## src/rtl/flipper_pkg.sv

```systemverilog
// Shared board definitions for the move engines (validator and flipper).
// Cell encodings, padded-board geometry and the eight walk directions.
// Helpers keep colour and address arithmetic identical across engines.
package flipper_pkg;

   // Two-bit cell codes stored in the board RAM
   localparam logic [1:0] EMPTY  = 2'b00;
   localparam logic [1:0] BLACK  = 2'b01;
   localparam logic [1:0] WHITE  = 2'b10;
   localparam logic [1:0] BORDER = 2'b11;

   // 8x8 playfield padded with a one-cell border ring: address = 10*row + col
   localparam int BOARD_STRIDE = 10;

   // Direction steps, 5-bit two's complement
   localparam logic [4:0] STEP_E  = 5'b00001;  // +1
   localparam logic [4:0] STEP_W  = 5'b11111;  // -1
   localparam logic [4:0] STEP_S  = 5'b01010;  // +10
   localparam logic [4:0] STEP_N  = 5'b10110;  // -10
   localparam logic [4:0] STEP_SW = 5'b01001;  // +9
   localparam logic [4:0] STEP_NE = 5'b10111;  // -9
   localparam logic [4:0] STEP_SE = 5'b01011;  // +11
   localparam logic [4:0] STEP_NW = 5'b10101;  // -11

   // Colour code of the side to move
   function automatic logic [1:0] own_colour(input logic p);
      return p ? WHITE : BLACK;
   endfunction

   // Colour code of the side not to move
   function automatic logic [1:0] opp_colour(input logic p);
      return p ? BLACK : WHITE;
   endfunction

   // Next address along a direction; wraps modulo 128, border cells stop walks
   function automatic logic [6:0] step_addr(input logic [6:0] a, input logic [4:0] s);
      return a + {{2{s[4]}}, s};
   endfunction

endpackage

```

## src/rtl/flipper.sv

```systemverilog
// Purpose: walks one confirmed capture line, overwriting opponent discs with the mover's colour.
// Latency: done_o at cycle 3+3n (4+3n with place_in) after the accepted start, n = discs flipped.
// Backpressure: none; enable is only sampled in idle and the board RAM is owned while busy.
module flipper
   import flipper_pkg::*;
#(
   parameter int MAX_FLIPS = 6
)
(
   input  logic       clock,
   input  logic       reset,
   input  logic       enable,
   input  logic [6:0] s_addr_in,
   input  logic [4:0] step_in,
   input  logic       player,
   input  logic       place_in,
   input  logic [1:0] data_in,
   output logic [6:0] addr_out,
   output logic [1:0] data_out,
   output logic       wren_o,
   output logic       ctrl_mem,
   output logic       done_o,
   output logic       ok_o,
   output logic [3:0] flip_count_o
);

   localparam logic [2:0] S_IDLE  = 3'd0;
   localparam logic [2:0] S_PLACE = 3'd1;
   localparam logic [2:0] S_STEP  = 3'd2;
   localparam logic [2:0] S_READ  = 3'd3;
   localparam logic [2:0] S_WRITE = 3'd4;
   localparam logic [2:0] S_DONE  = 3'd5;

   localparam logic [3:0] FLIP_LIMIT = 4'(MAX_FLIPS);

   // Walk context latched at start
   logic [2:0] state,     state_nxt;
   logic [6:0] addr,      addr_nxt;
   logic [4:0] step,      step_nxt;
   logic       mover,     mover_nxt;
   logic [3:0] count,     count_nxt;
   logic       ok,        ok_nxt;

   // Bus outputs are registered; these are their next values
   logic [6:0] addr_out_nxt;
   logic [1:0] data_out_nxt;
   logic       wren_nxt;
   logic       done_nxt;

   logic [1:0] own;
   logic [1:0] opp;
   logic [6:0] walk_addr;

   assign own       = own_colour(mover);
   assign opp       = opp_colour(mover);
   assign walk_addr = step_addr(addr, step);

   // Next-state and next-output decode; outputs are computed one cycle ahead so they leave flops
   always_comb begin
      state_nxt    = state;
      addr_nxt     = addr;
      step_nxt     = step;
      mover_nxt    = mover;
      count_nxt    = count;
      ok_nxt       = ok;
      addr_out_nxt = 7'd0;
      data_out_nxt = EMPTY;
      wren_nxt     = 1'b0;
      done_nxt     = 1'b0;

      case (state)
         S_IDLE: begin
            if (enable) begin
               step_nxt  = step_in;
               mover_nxt = player;
               count_nxt = 4'd0;
               ok_nxt    = 1'b0;
               if (place_in) begin
                  // Drop the mover's disc on the start square first
                  state_nxt    = S_PLACE;
                  addr_nxt     = s_addr_in;
                  addr_out_nxt = s_addr_in;
                  data_out_nxt = own_colour(player);
                  wren_nxt     = 1'b1;
               end else begin
                  // Go straight to the first neighbour read
                  state_nxt    = S_STEP;
                  addr_nxt     = step_addr(s_addr_in, step_in);
                  addr_out_nxt = step_addr(s_addr_in, step_in);
               end
            end
         end

         S_PLACE, S_WRITE: begin
            // Advance to the next cell along the line and present its read address
            state_nxt    = S_STEP;
            addr_nxt     = walk_addr;
            addr_out_nxt = walk_addr;
            if (state == S_WRITE) begin
               count_nxt = count + 4'd1;
            end
         end

         S_STEP: begin
            // Hold the read address while the RAM returns the cell
            state_nxt    = S_READ;
            addr_out_nxt = addr;
         end

         S_READ: begin
            if (data_in == opp && count < FLIP_LIMIT) begin
               state_nxt    = S_WRITE;
               addr_out_nxt = addr;
               data_out_nxt = own;
               wren_nxt     = 1'b1;
            end else begin
               // Own disc closes the capture; anything else (or a too-long run) aborts without rollback
               state_nxt = S_DONE;
               done_nxt  = 1'b1;
               ok_nxt    = (data_in == own);
            end
         end

         S_DONE: begin
            state_nxt = S_IDLE;
         end

         default: begin
            state_nxt = S_IDLE;
         end
      endcase
   end

   // State, context and output registers with synchronous active-low reset
   always_ff @(posedge clock) begin
      if (!reset) begin
         state    <= S_IDLE;
         addr     <= 7'd0;
         step     <= 5'd0;
         mover    <= 1'b0;
         count    <= 4'd0;
         ok       <= 1'b0;
         addr_out <= 7'd0;
         data_out <= EMPTY;
         wren_o   <= 1'b0;
         ctrl_mem <= 1'b0;
         done_o   <= 1'b0;
      end else begin
         state    <= state_nxt;
         addr     <= addr_nxt;
         step     <= step_nxt;
         mover    <= mover_nxt;
         count    <= count_nxt;
         ok       <= ok_nxt;
         addr_out <= addr_out_nxt;
         data_out <= data_out_nxt;
         wren_o   <= wren_nxt;
         ctrl_mem <= (state_nxt != S_IDLE);
         done_o   <= done_nxt;
      end
   end

   assign ok_o         = ok;
   assign flip_count_o = count;

   // Completion is a single-cycle pulse
   a_done_pulse: assert property (@(posedge clock) disable iff (!reset) done_o |=> !done_o);

   // Writes only happen while the bus is held
   a_wren_owned: assert property (@(posedge clock) disable iff (!reset) wren_o |-> ctrl_mem);

endmodule
```

## config.mk

```make
export PLATFORM = sky130hd
export DESIGN_NAME = flipper
export DESIGN_NICKNAME = d
export VERILOG_FILES = /design/src/rtl/flipper_pkg.sv /design/src/rtl/flipper.sv
export SDC_FILE = /design/constraint.sdc
export NUM_CORES = 1
export LEC_CHECK = 0
export CORE_ASPECT_RATIO = 0.75
export CORE_MARGIN = 5
export CORE_UTILIZATION = 49
export DETAILED_ROUTE_END_ITERATION = 10
export PLACE_DENSITY = 0.76
export SLEW_MARGIN = 20
export SYNTH_ARGS = -nofsm -noshare
export SYNTH_HDL_FRONTEND = slang
export SYNTH_SLANG_ARGS = --single-unit
```

## constraint.sdc

```tcl
create_clock -name clock -period 4.5 [get_ports clock]
set_clock_uncertainty 0.15 [all_clocks]
set_input_delay 0.45 -clock clock [delete_from_list [all_inputs] [get_ports clock]]
set_output_delay 0.45 -clock clock [all_outputs]
set_load 0.005 [all_outputs]
```

# --- After elaboration in Yosys (flattened, before gate mapping) ---
# Index checks and enable logic that the tools add are counted.
# Widths: inputs -> output; s select.
word_totals:
  ff_bits: 33
  in_bits: 19
  output_inout_bits: 17
  word_cells: 63
classes:
  addsub: 3
  n_lt_le_gt_ge: 1
  eq_ne: 9
  n_mux: 28
  reduce_logical: 11
op_table:
  columns: ["op", "count"]
  rows:
  - ["$mux 7", 4]
  - ["$pmux 7 s4", 1]
  - ["$add 7x7->7", 2]
  - ["$mux 2", 7]
  - ["$pmux 7 s2", 1]
  - ["$pmux 3 s4", 1]
  - ["$mux 4", 2]
  - ["$pmux 4 s2", 1]
  - ["$mux 1", 7]
  - ["$eq 3x2->1 const B", 2]
  - ["$ne 2x2->1 const B", 3]
  - ["$reduce_and 2->1", 3]
  - ["$reduce_and 3->1", 2]
  - ["$add 4x1->4 const B", 1]
  - ["$eq 2x2->1", 2]
  - ["$lt 4x3->1 const B", 1]
  - ["$pmux 1 s2", 2]
  - ["$pmux 2 s2", 1]
  - ["$reduce_bool 2->1", 2]
  - ["$eq 3x1->1 const B", 1]
  - ["$eq 3x3->1 const B", 1]
  - ["$logic_not 3->1", 1]
  - ["$mux 3", 1]
  - ["$reduce_bool 3->1", 1]
  - ["other kinds (2)", 2]

# --- Depth between registers and ports, before layout ---
# Gate-level depths: netlist (run 1).
logic_depth:
  word_depth: 6
  mapped_depth: 8
  depth_no_buf: 8

# --- Least setup slack after synthesis (run 1) ---
# No wires, ideal clock.
synth_timing:
  kind: "input to register"
  start: "in s_addr_in[0]"
  end: "reg addr_out[6]"
  setup_time_ns: 0.073
  t_arrival_ns: 1.982
  required_ns: 4.277
  setup_slack_ns: 2.294
  stages: 8
  path_buffers: 0
  path_cell_list: "ha_1 -> inv_1 -> fa_1 -> nor2b_2 -> o31ai_2 -> a211o_1 -> a2111o_1 -> o211ai_2"
synth_between:
  elab_chain_cells: 4
synth_lines:
  columns: ["element", "line", "text"]
  rows:
  - ["start: declaration", "flipper.sv:13", "input logic [6:0] s_addr_in,"]
  - ["$add 7x7->7", "flipper_pkg.sv:37", "return a + {{2{s[4]}}, s};"]
  - ["$mux 7", "flipper.sv:78", "if (place_in) begin"]
  - ["$mux 7", "flipper.sv:73", "if (enable) begin"]
  - ["$pmux 7 s4", "flipper.sv:71", "case (state)"]
  - ["end signal: assignment", "flipper.sv:155", "addr_out <= addr_out_nxt;"]
  - ["end: declaration", "flipper.sv:18", "output logic [6:0] addr_out,"]
# Every way passes these cells.
# A chain may end at the register's enable or synchronous reset.

# --- Worst setup path after layout (run 1) ---
layout_timing:
  start: "in s_addr_in[0]"
  end: "reg addr[4]"
layout_between:
  elab_chain_cells: 4
layout_lines:
  columns: ["element", "line", "text"]
  rows:
  - ["$add 7x7->7", "flipper_pkg.sv:37", null]
  - ["$mux 7", "flipper.sv:78", null]
  - ["$mux 7", "flipper.sv:73", null]
  - ["$pmux 7 s2", "flipper.sv:71", null]
  - ["end signal: assignment", "flipper.sv:150", "addr <= addr_nxt;"]
  - ["end: declaration", "flipper.sv:38", "logic [6:0] addr, addr_nxt;"]
# Every way passes these cells. The select of a mux whose other input is x is not followed.

==> flow_summary.toml, run 1 <==
[synthesis]
synth_ff_type = "dfxtp_1"
async_reset_ff_frac = 0
netlist_area_sq_um = 2060
yosysWarnings = 0
synth_edf_count = 0
syn_avg_cell_area_sq_um = 8.26
synthCells = 249
seq_area_frac_synth = 0.321
synth_area_leaders = "dfxtp_1 32%, ha_1 7.9%, a21oi_1 7.1%, nand2_1 6.2%, nor2_1 3.1%"
yosys.cell_types.count = 56
synth_largest_area_cell = "dfxtp_1"
synth-seq-cells = 33
syn-num-nets = 283
synth_top_area_share = 0.321

[route]
wl_per_cell_um = 14.9
dr_wl_met2_mm = 2.26
drt-vias-per-instance = 5.65
wl_met1_mm = 2.44
top_layer_used = "met4"
route.met3.wl_um = 306
vias = 1904
drc_errors = 0
drt_iter0_markers = 101
wirelength_mm = 5.04
drtPass1Iterations = 4
ant_nets = 0

[placed_design]
port_buffers = 35
dpl-instance-area_sq_um = 2420
place_ws_ps = 1590
gp_congestion = 0.887
dp_hpwl_mm = 3.69

[clock_network]
holdBufCountCts = 0
clock_path_buffers = 2
clockRootBuffer = "clkbuf_8"
htree_levels = 2
clock_latency_ps = 290
cts_buffers = 5
post_cts_buffers = 0
clock-sinks = 33
cts_tree = "yes"
cts_resized = 0
path_clk_slew_ps = 70

[layout]
final_layout_size_suffix_gt1_frac = 0.0567
antenna_cells = 0
final_nets = 315
layout_commonest_cell = "clkdlybuf4s50_1"
fin_area_sq_um = 2520
synthToLayoutAreaGrowth_pct = 22.6
layout_common_cells = "35 x clkdlybuf4s50_1, 34 x nand2_1, 33 x dfxtp_1"
final_util = 0.622
fillers = 386

[floorplanning]
die_area_sq_um = 5610
coreArea_sq_um = 4050
start_util = 0.507
row_count = 20
io_pins = 36
die_w_um = 84.8
die_h_um = 66.1

[global_route]
antenna_found_initial = 0
grt_pass1_vias = 1816
grt_start_max_net_pins = 18
track_usage = 0.194
overflow = 0
grt_pass1_wl_mm = 8.64

[setup_path]
endpoint_kind = "flip-flop"
worst-setup-path-type = "in -> reg"
worstSetupStartpointType = "input port"
ff2ff_setup_slack_ps = 2130
worstPathArrival_ps = 2660
critPathMaxFanout = 3
cp.required_ps = 4560

[worst_hold_path]
min_path_type = "reg -> reg"

[sta]
finalMaxSlewViolations = 0
final.setup.tns_ps = 0
rsz0062_at_grt = "no"
setup_slack_ps = 1900
relSlewSlack = 0.539
fin_crit_sh = 0.577
setup-violations-final = 0
max_freq_mhz = 385
period_minus_slack_ps = 2600
worst_pin_slew_ps = 690
finalHoldViolCount = 0

[power]
leakagePower_uw = 0.000970
ir_worst_vdd_mv = 0.149
cellPowerDensity_nw_per_um2 = 319

[run]
drv_cap = 0

[outcome]
outcome = "finished clean"
==> sequential cells by signal (all words and copies together), names as in the netlist <==
signal	cells
addr	7
addr_out	7
step	5
flip_count_o	4
state	3
data_out	2
ctrl_mem	1
done_o	1
mover	1
ok_o	1
wren_o	1
==> where the power goes <==
part / switching, uW / internal (uW) / total [uW]
clock network: 110 / 138 / 249
registers: 26.5 / 318 / 344
logic: 114 / 98.9 / 213
total: 251 / 555 / 806
==> kinds of logic (layout without fill, tap and decap cells) <==
group / Yosys count / after routing / share of synthesized area
buffers and inverters: 20 / 53 / 0.0450
and+or+nand+nor: 94 / 94 / 0.240
xor gates and xnor gates: 9 / 9 / 0.0383
adders and majority gates: 15 / 15 / 0.0985
muxes: 2 / 2 / 0.00973
AOI/OAI and AO/OA: 76 / 76 / 0.247
DFF: 33 / 33 / 0.321
==> final cells by class <==
| cell class | instances | area, sq um | area share |
|---|---|---|---|
| inverter | 10 | 37.5 | 0.0149 |
| timing repair buffer | 35 | 350 | 0.139 |
| clock inverter | 1 | 5.00 | 0.00198 |
| multi-input combinational | 196 | 1300 | 0.517 |
| clock buffer | 7 | 96.3 | 0.0382 |
| tap | 55 | 68.8 | 0.0273 |
| sequential | 33 | 661 | 0.262 |
==> worst max-delay path: stages <==
cell	delay [ps]
clkdlybuf4s50_1	480
ha_1	200
inv_1	60
fa_1	390
nor2b_2	190
o21ai_0	140
a2111oi_2	430
a311oi_2	100
a31oi_1	220
==> routing by layer <==
| metal | up-vias | track usage |
|---|---|---|
| met2 | 47 | 0.311 |
| li1 | 970 | - |
| met1 | 882 | 0.265 |
| met3 | 5 | 0.0399 |
| met4 | 0 | 0.0534 |
| met5 | - | 0 |
==> per-stage QoR <==
step	std cells	hold WS [ps]	power, uW
floorplan	249	290	487
global placement	329	306	555
detailed placement	329	311	560
CTS	337	320	808
global route	337	341	852
finish	337	314	806
==> path summary, 6_finish.rpt <==
| check | from | end | cells past startpoint |
|---|---|---|---|
| min reg2reg | step[2] | step[2] | 2 |
| max | s_addr_in[0] | addr[4] | 9 |
| max reg2reg | addr[0] | addr[6] | 8 |
| min | step[2] | step[2] | 2 |
==> cells in the mapped netlist, drive strengths merged (4+ instances only) <==
library cell and number:
ha 13, xor2 5, buf 7, nor2 17, nor3b 4, nor2b 5, xnor2 4, a31oi 8
inv 10, nand3 6, a21o 4, dfxtp 33, o211ai 5, nand2 35, nor3 5, o21ai 9
a21oi 29
Power figures use the tool's default switching activity.
==> run 2, diff against run 1 <==
--- a/config.mk
+++ b/config.mk
@@ -7,9 +7,9 @@
 export LEC_CHECK = 0
 export CORE_ASPECT_RATIO = 0.75
 export CORE_MARGIN = 5
-export CORE_UTILIZATION = 49
+export CORE_UTILIZATION = 48
 export DETAILED_ROUTE_END_ITERATION = 10
-export PLACE_DENSITY = 0.76
+export PLACE_DENSITY = 0.78
 export SLEW_MARGIN = 20
 export SYNTH_ARGS = -nofsm -noshare
 export SYNTH_HDL_FRONTEND = slang
==> constraint.sdc (replaced) <==
create_clock -name clock -period 2.3 [get_ports clock]
set_clock_uncertainty 0.15 [all_clocks]
set_input_delay 0.23 -clock clock [delete_from_list [all_inputs] [get_ports clock]]
set_output_delay 0.23 -clock clock [all_outputs]
set_load 0.005 [all_outputs]
==> run 2 against run 1 <==
Against the previous run:
- wire length increased by 0.81%
- clock power increased by 93%
- sequential share of layout area fell by 2.0 points
- register-to-register slack lost 2000 ps
- clock-buffer cell count unchanged
- worst setup slack got worse by 1800 ps
- largest power group unchanged
==> flow_summary.toml, run 2 (synthesis results as in run 1) <==
[setup_path]
cp.required_ps = 2370
cpLargestDelayFamily = "compound AO/OA/AOI/OAI gates"
path_cells = "clkdlybuf4s50_1, ha_2, inv_1, fa_2, nor2b_4, o31ai_2, a211o_1, a2111o_1, o211ai_2"
worstSetupStartpointType = "input port"
worstPathArrival_ps = 2270
worst-setup-path-type = "in -> reg"
critPathMaxFanout = 3
worst-path-buf-inv = 2
critical-path-max-stage-delay_ps = 490
cp_slowest_cell = "clkdlybuf4s50_1"
endpoint_kind = "flip-flop"

[power]
leakagePower_uw = 0.00109
p_sw_frac = 0.306
cellPowerDensity_nw_per_um2 = 597
clkPwrFrac = 0.295
power.internal_uw = 1130
ir_worst_vdd_mv = 0.283
switchingPower_uw = 499
power_frac_seq = 0.409
combinationalPowerShare = 0.296
power_uw = 1630

[route]
wl_met1_mm = 2.48
drtPass1Iterations = 4
vias = 2012
drt_iter0_markers = 203
drc_errors = 0
drt-vias-per-instance = 5.59
wirelength_mm = 5.08
route.met3.wl_um = 403
wl_per_cell_um = 14.1
top_layer_used = "met4"
dr_wl_met2_mm = 2.13
ant_nets = 0

[sta]
final.setup.tns_ps = 0
max_freq_mhz = 454
worst_pin_slew_ps = 479
finalMaxSlewViolations = 0
finalHoldViolCount = 0
whs_ps = 327
period_minus_slack_ps = 2200
setup-violations-final = 0
rsz0062_at_grt = "no"
fin_crit_sh = 0.957
relSlewSlack = 0.680

[worst_hold_path]
min_path_type = "reg -> reg"

[clock_network]
htree_levels = 2
clock_latency_ps = 290
clockRootBuffer = "clkbuf_8"
holdBufCountCts = 0
clock-sinks = 33
path_clk_slew_ps = 70
post_cts_buffers = 0
cts_buffers = 5
clock_path_buffers = 2
cts_tree = "yes"

[layout]
multi_input_area_sq_um = 1340
final_nets = 338
top_regs = "addr (7), addr_out (7), step (5)"
synthToLayoutAreaGrowth_pct = 32.6
layout.cells.non_filler = 360
regArea_sq_um = 661
fillers = 371
fin_area_sq_um = 2730
layout_common_cells = "35 x clkdlybuf4s50_1, 34 x nand2_1, 33 x dfxtp_1"
antenna_cells = 0
final_layout_size_suffix_gt1_frac = 0.151
layout_commonest_cell = "clkdlybuf4s50_1"

[floorplanning]
start_util = 0.501
die_h_um = 66.7
row_count = 20
die_area_sq_um = 5710
coreArea_sq_um = 4100
die_w_um = 85.6
io_pins = 36

[run]
drv_cap = 0

[global_route]
grt_pass1_vias = 1833
grt_pass1_wl_mm = 8.28
antenna_found_initial = 0
overflow = 0
grt_start_max_net_pins = 17
track_usage = 0.185

[placed_design]
dp_hpwl_mm = 3.96
dp_cells = 352
port_buffers = 35
dpl-instance-area_sq_um = 2590
gp_congestion = 0.890

[outcome]
outcome = "finished clean"
run 2: cell count changes in the layout (fill, tap and decap cells not counted), sizes merged:
cell | previous run | this run
buf | 0 | 23
run 2: worst reg2reg max path, cell delays in order (launching register included):
cell and delay, ps:
dfxtp_1 360, ha_1 180, inv_1 60, fa_2 350, nor2b_2 150, o2111ai_2 140
buf_4 170, a31oi_1 170, o31a_1 200, o211ai_2 80
run 2: repair_timing:
| item | CTS | global route |
|---|---|---|
| resized for setup | 0 | 9 |
| setup endpoints to repair | 1 | 4 |
| pin swaps | 1 | 4 |
| endpoints found under the hold margin | 0 | 0 |
| cloned | 0 | 0 |
run 2: per-stage QoR:
step	util	worst slack (ps)
finish	0.665	99.7
global route	0.665	4.49
CTS	0.657	47.1
detailed placement	0.632	-292
global placement	0.632	-187
floorplan	-	277
run 2: routing by layer:
| metal | global-route usage | up-vias |
|---|---|---|
| met5 | 0 | - |
| met4 | 0.0593 | 0 |
| met3 | 0.0482 | 11 |
| met2 | 0.287 | 72 |
| met1 | 0.250 | 914 |
| li1 | - | 1015 |
run 2: path summary, 6_finish.rpt:
| check | startpoint | endpoint | slack [ps] | cells after the start |
|---|---|---|---|---|
| max reg2reg | addr[0] | addr_out[6] | 170 | 9 |
| min reg2reg | step[2] | step[2] | 330 | 2 |
| min | step[2] | step[2] | 330 | 2 |
| max | step_in[0] | addr_out[6] | 100 | 9 |
run 2: final cells by class:
| cell class | count | share of cell area |
|---|---|---|
| flip-flops and latches | 33 | 0.242 |
| inverters | 10 | 0.0138 |
| clock inverters | 1 | 0.00183 |
| repair buffers | 58 | 0.192 |
| clock buffers | 7 | 0.0353 |
| multi-input cells | 196 | 0.490 |
| well taps | 55 | 0.0252 |
run 2: power groups by stage:
| stage | registers, uW | logic, uW | clock network, uW |
|---|---|---|---|
| final | 666 | 482 | 481 |
| after global routing | 673 | 533 | 515 |
| after CTS | 665 | 467 | 488 |
| after detailed placement | 678 | 464 | 0 |
| after global placement | 677 | 454 | 0 |
| after floorplan | 667 | 286 | 0 |
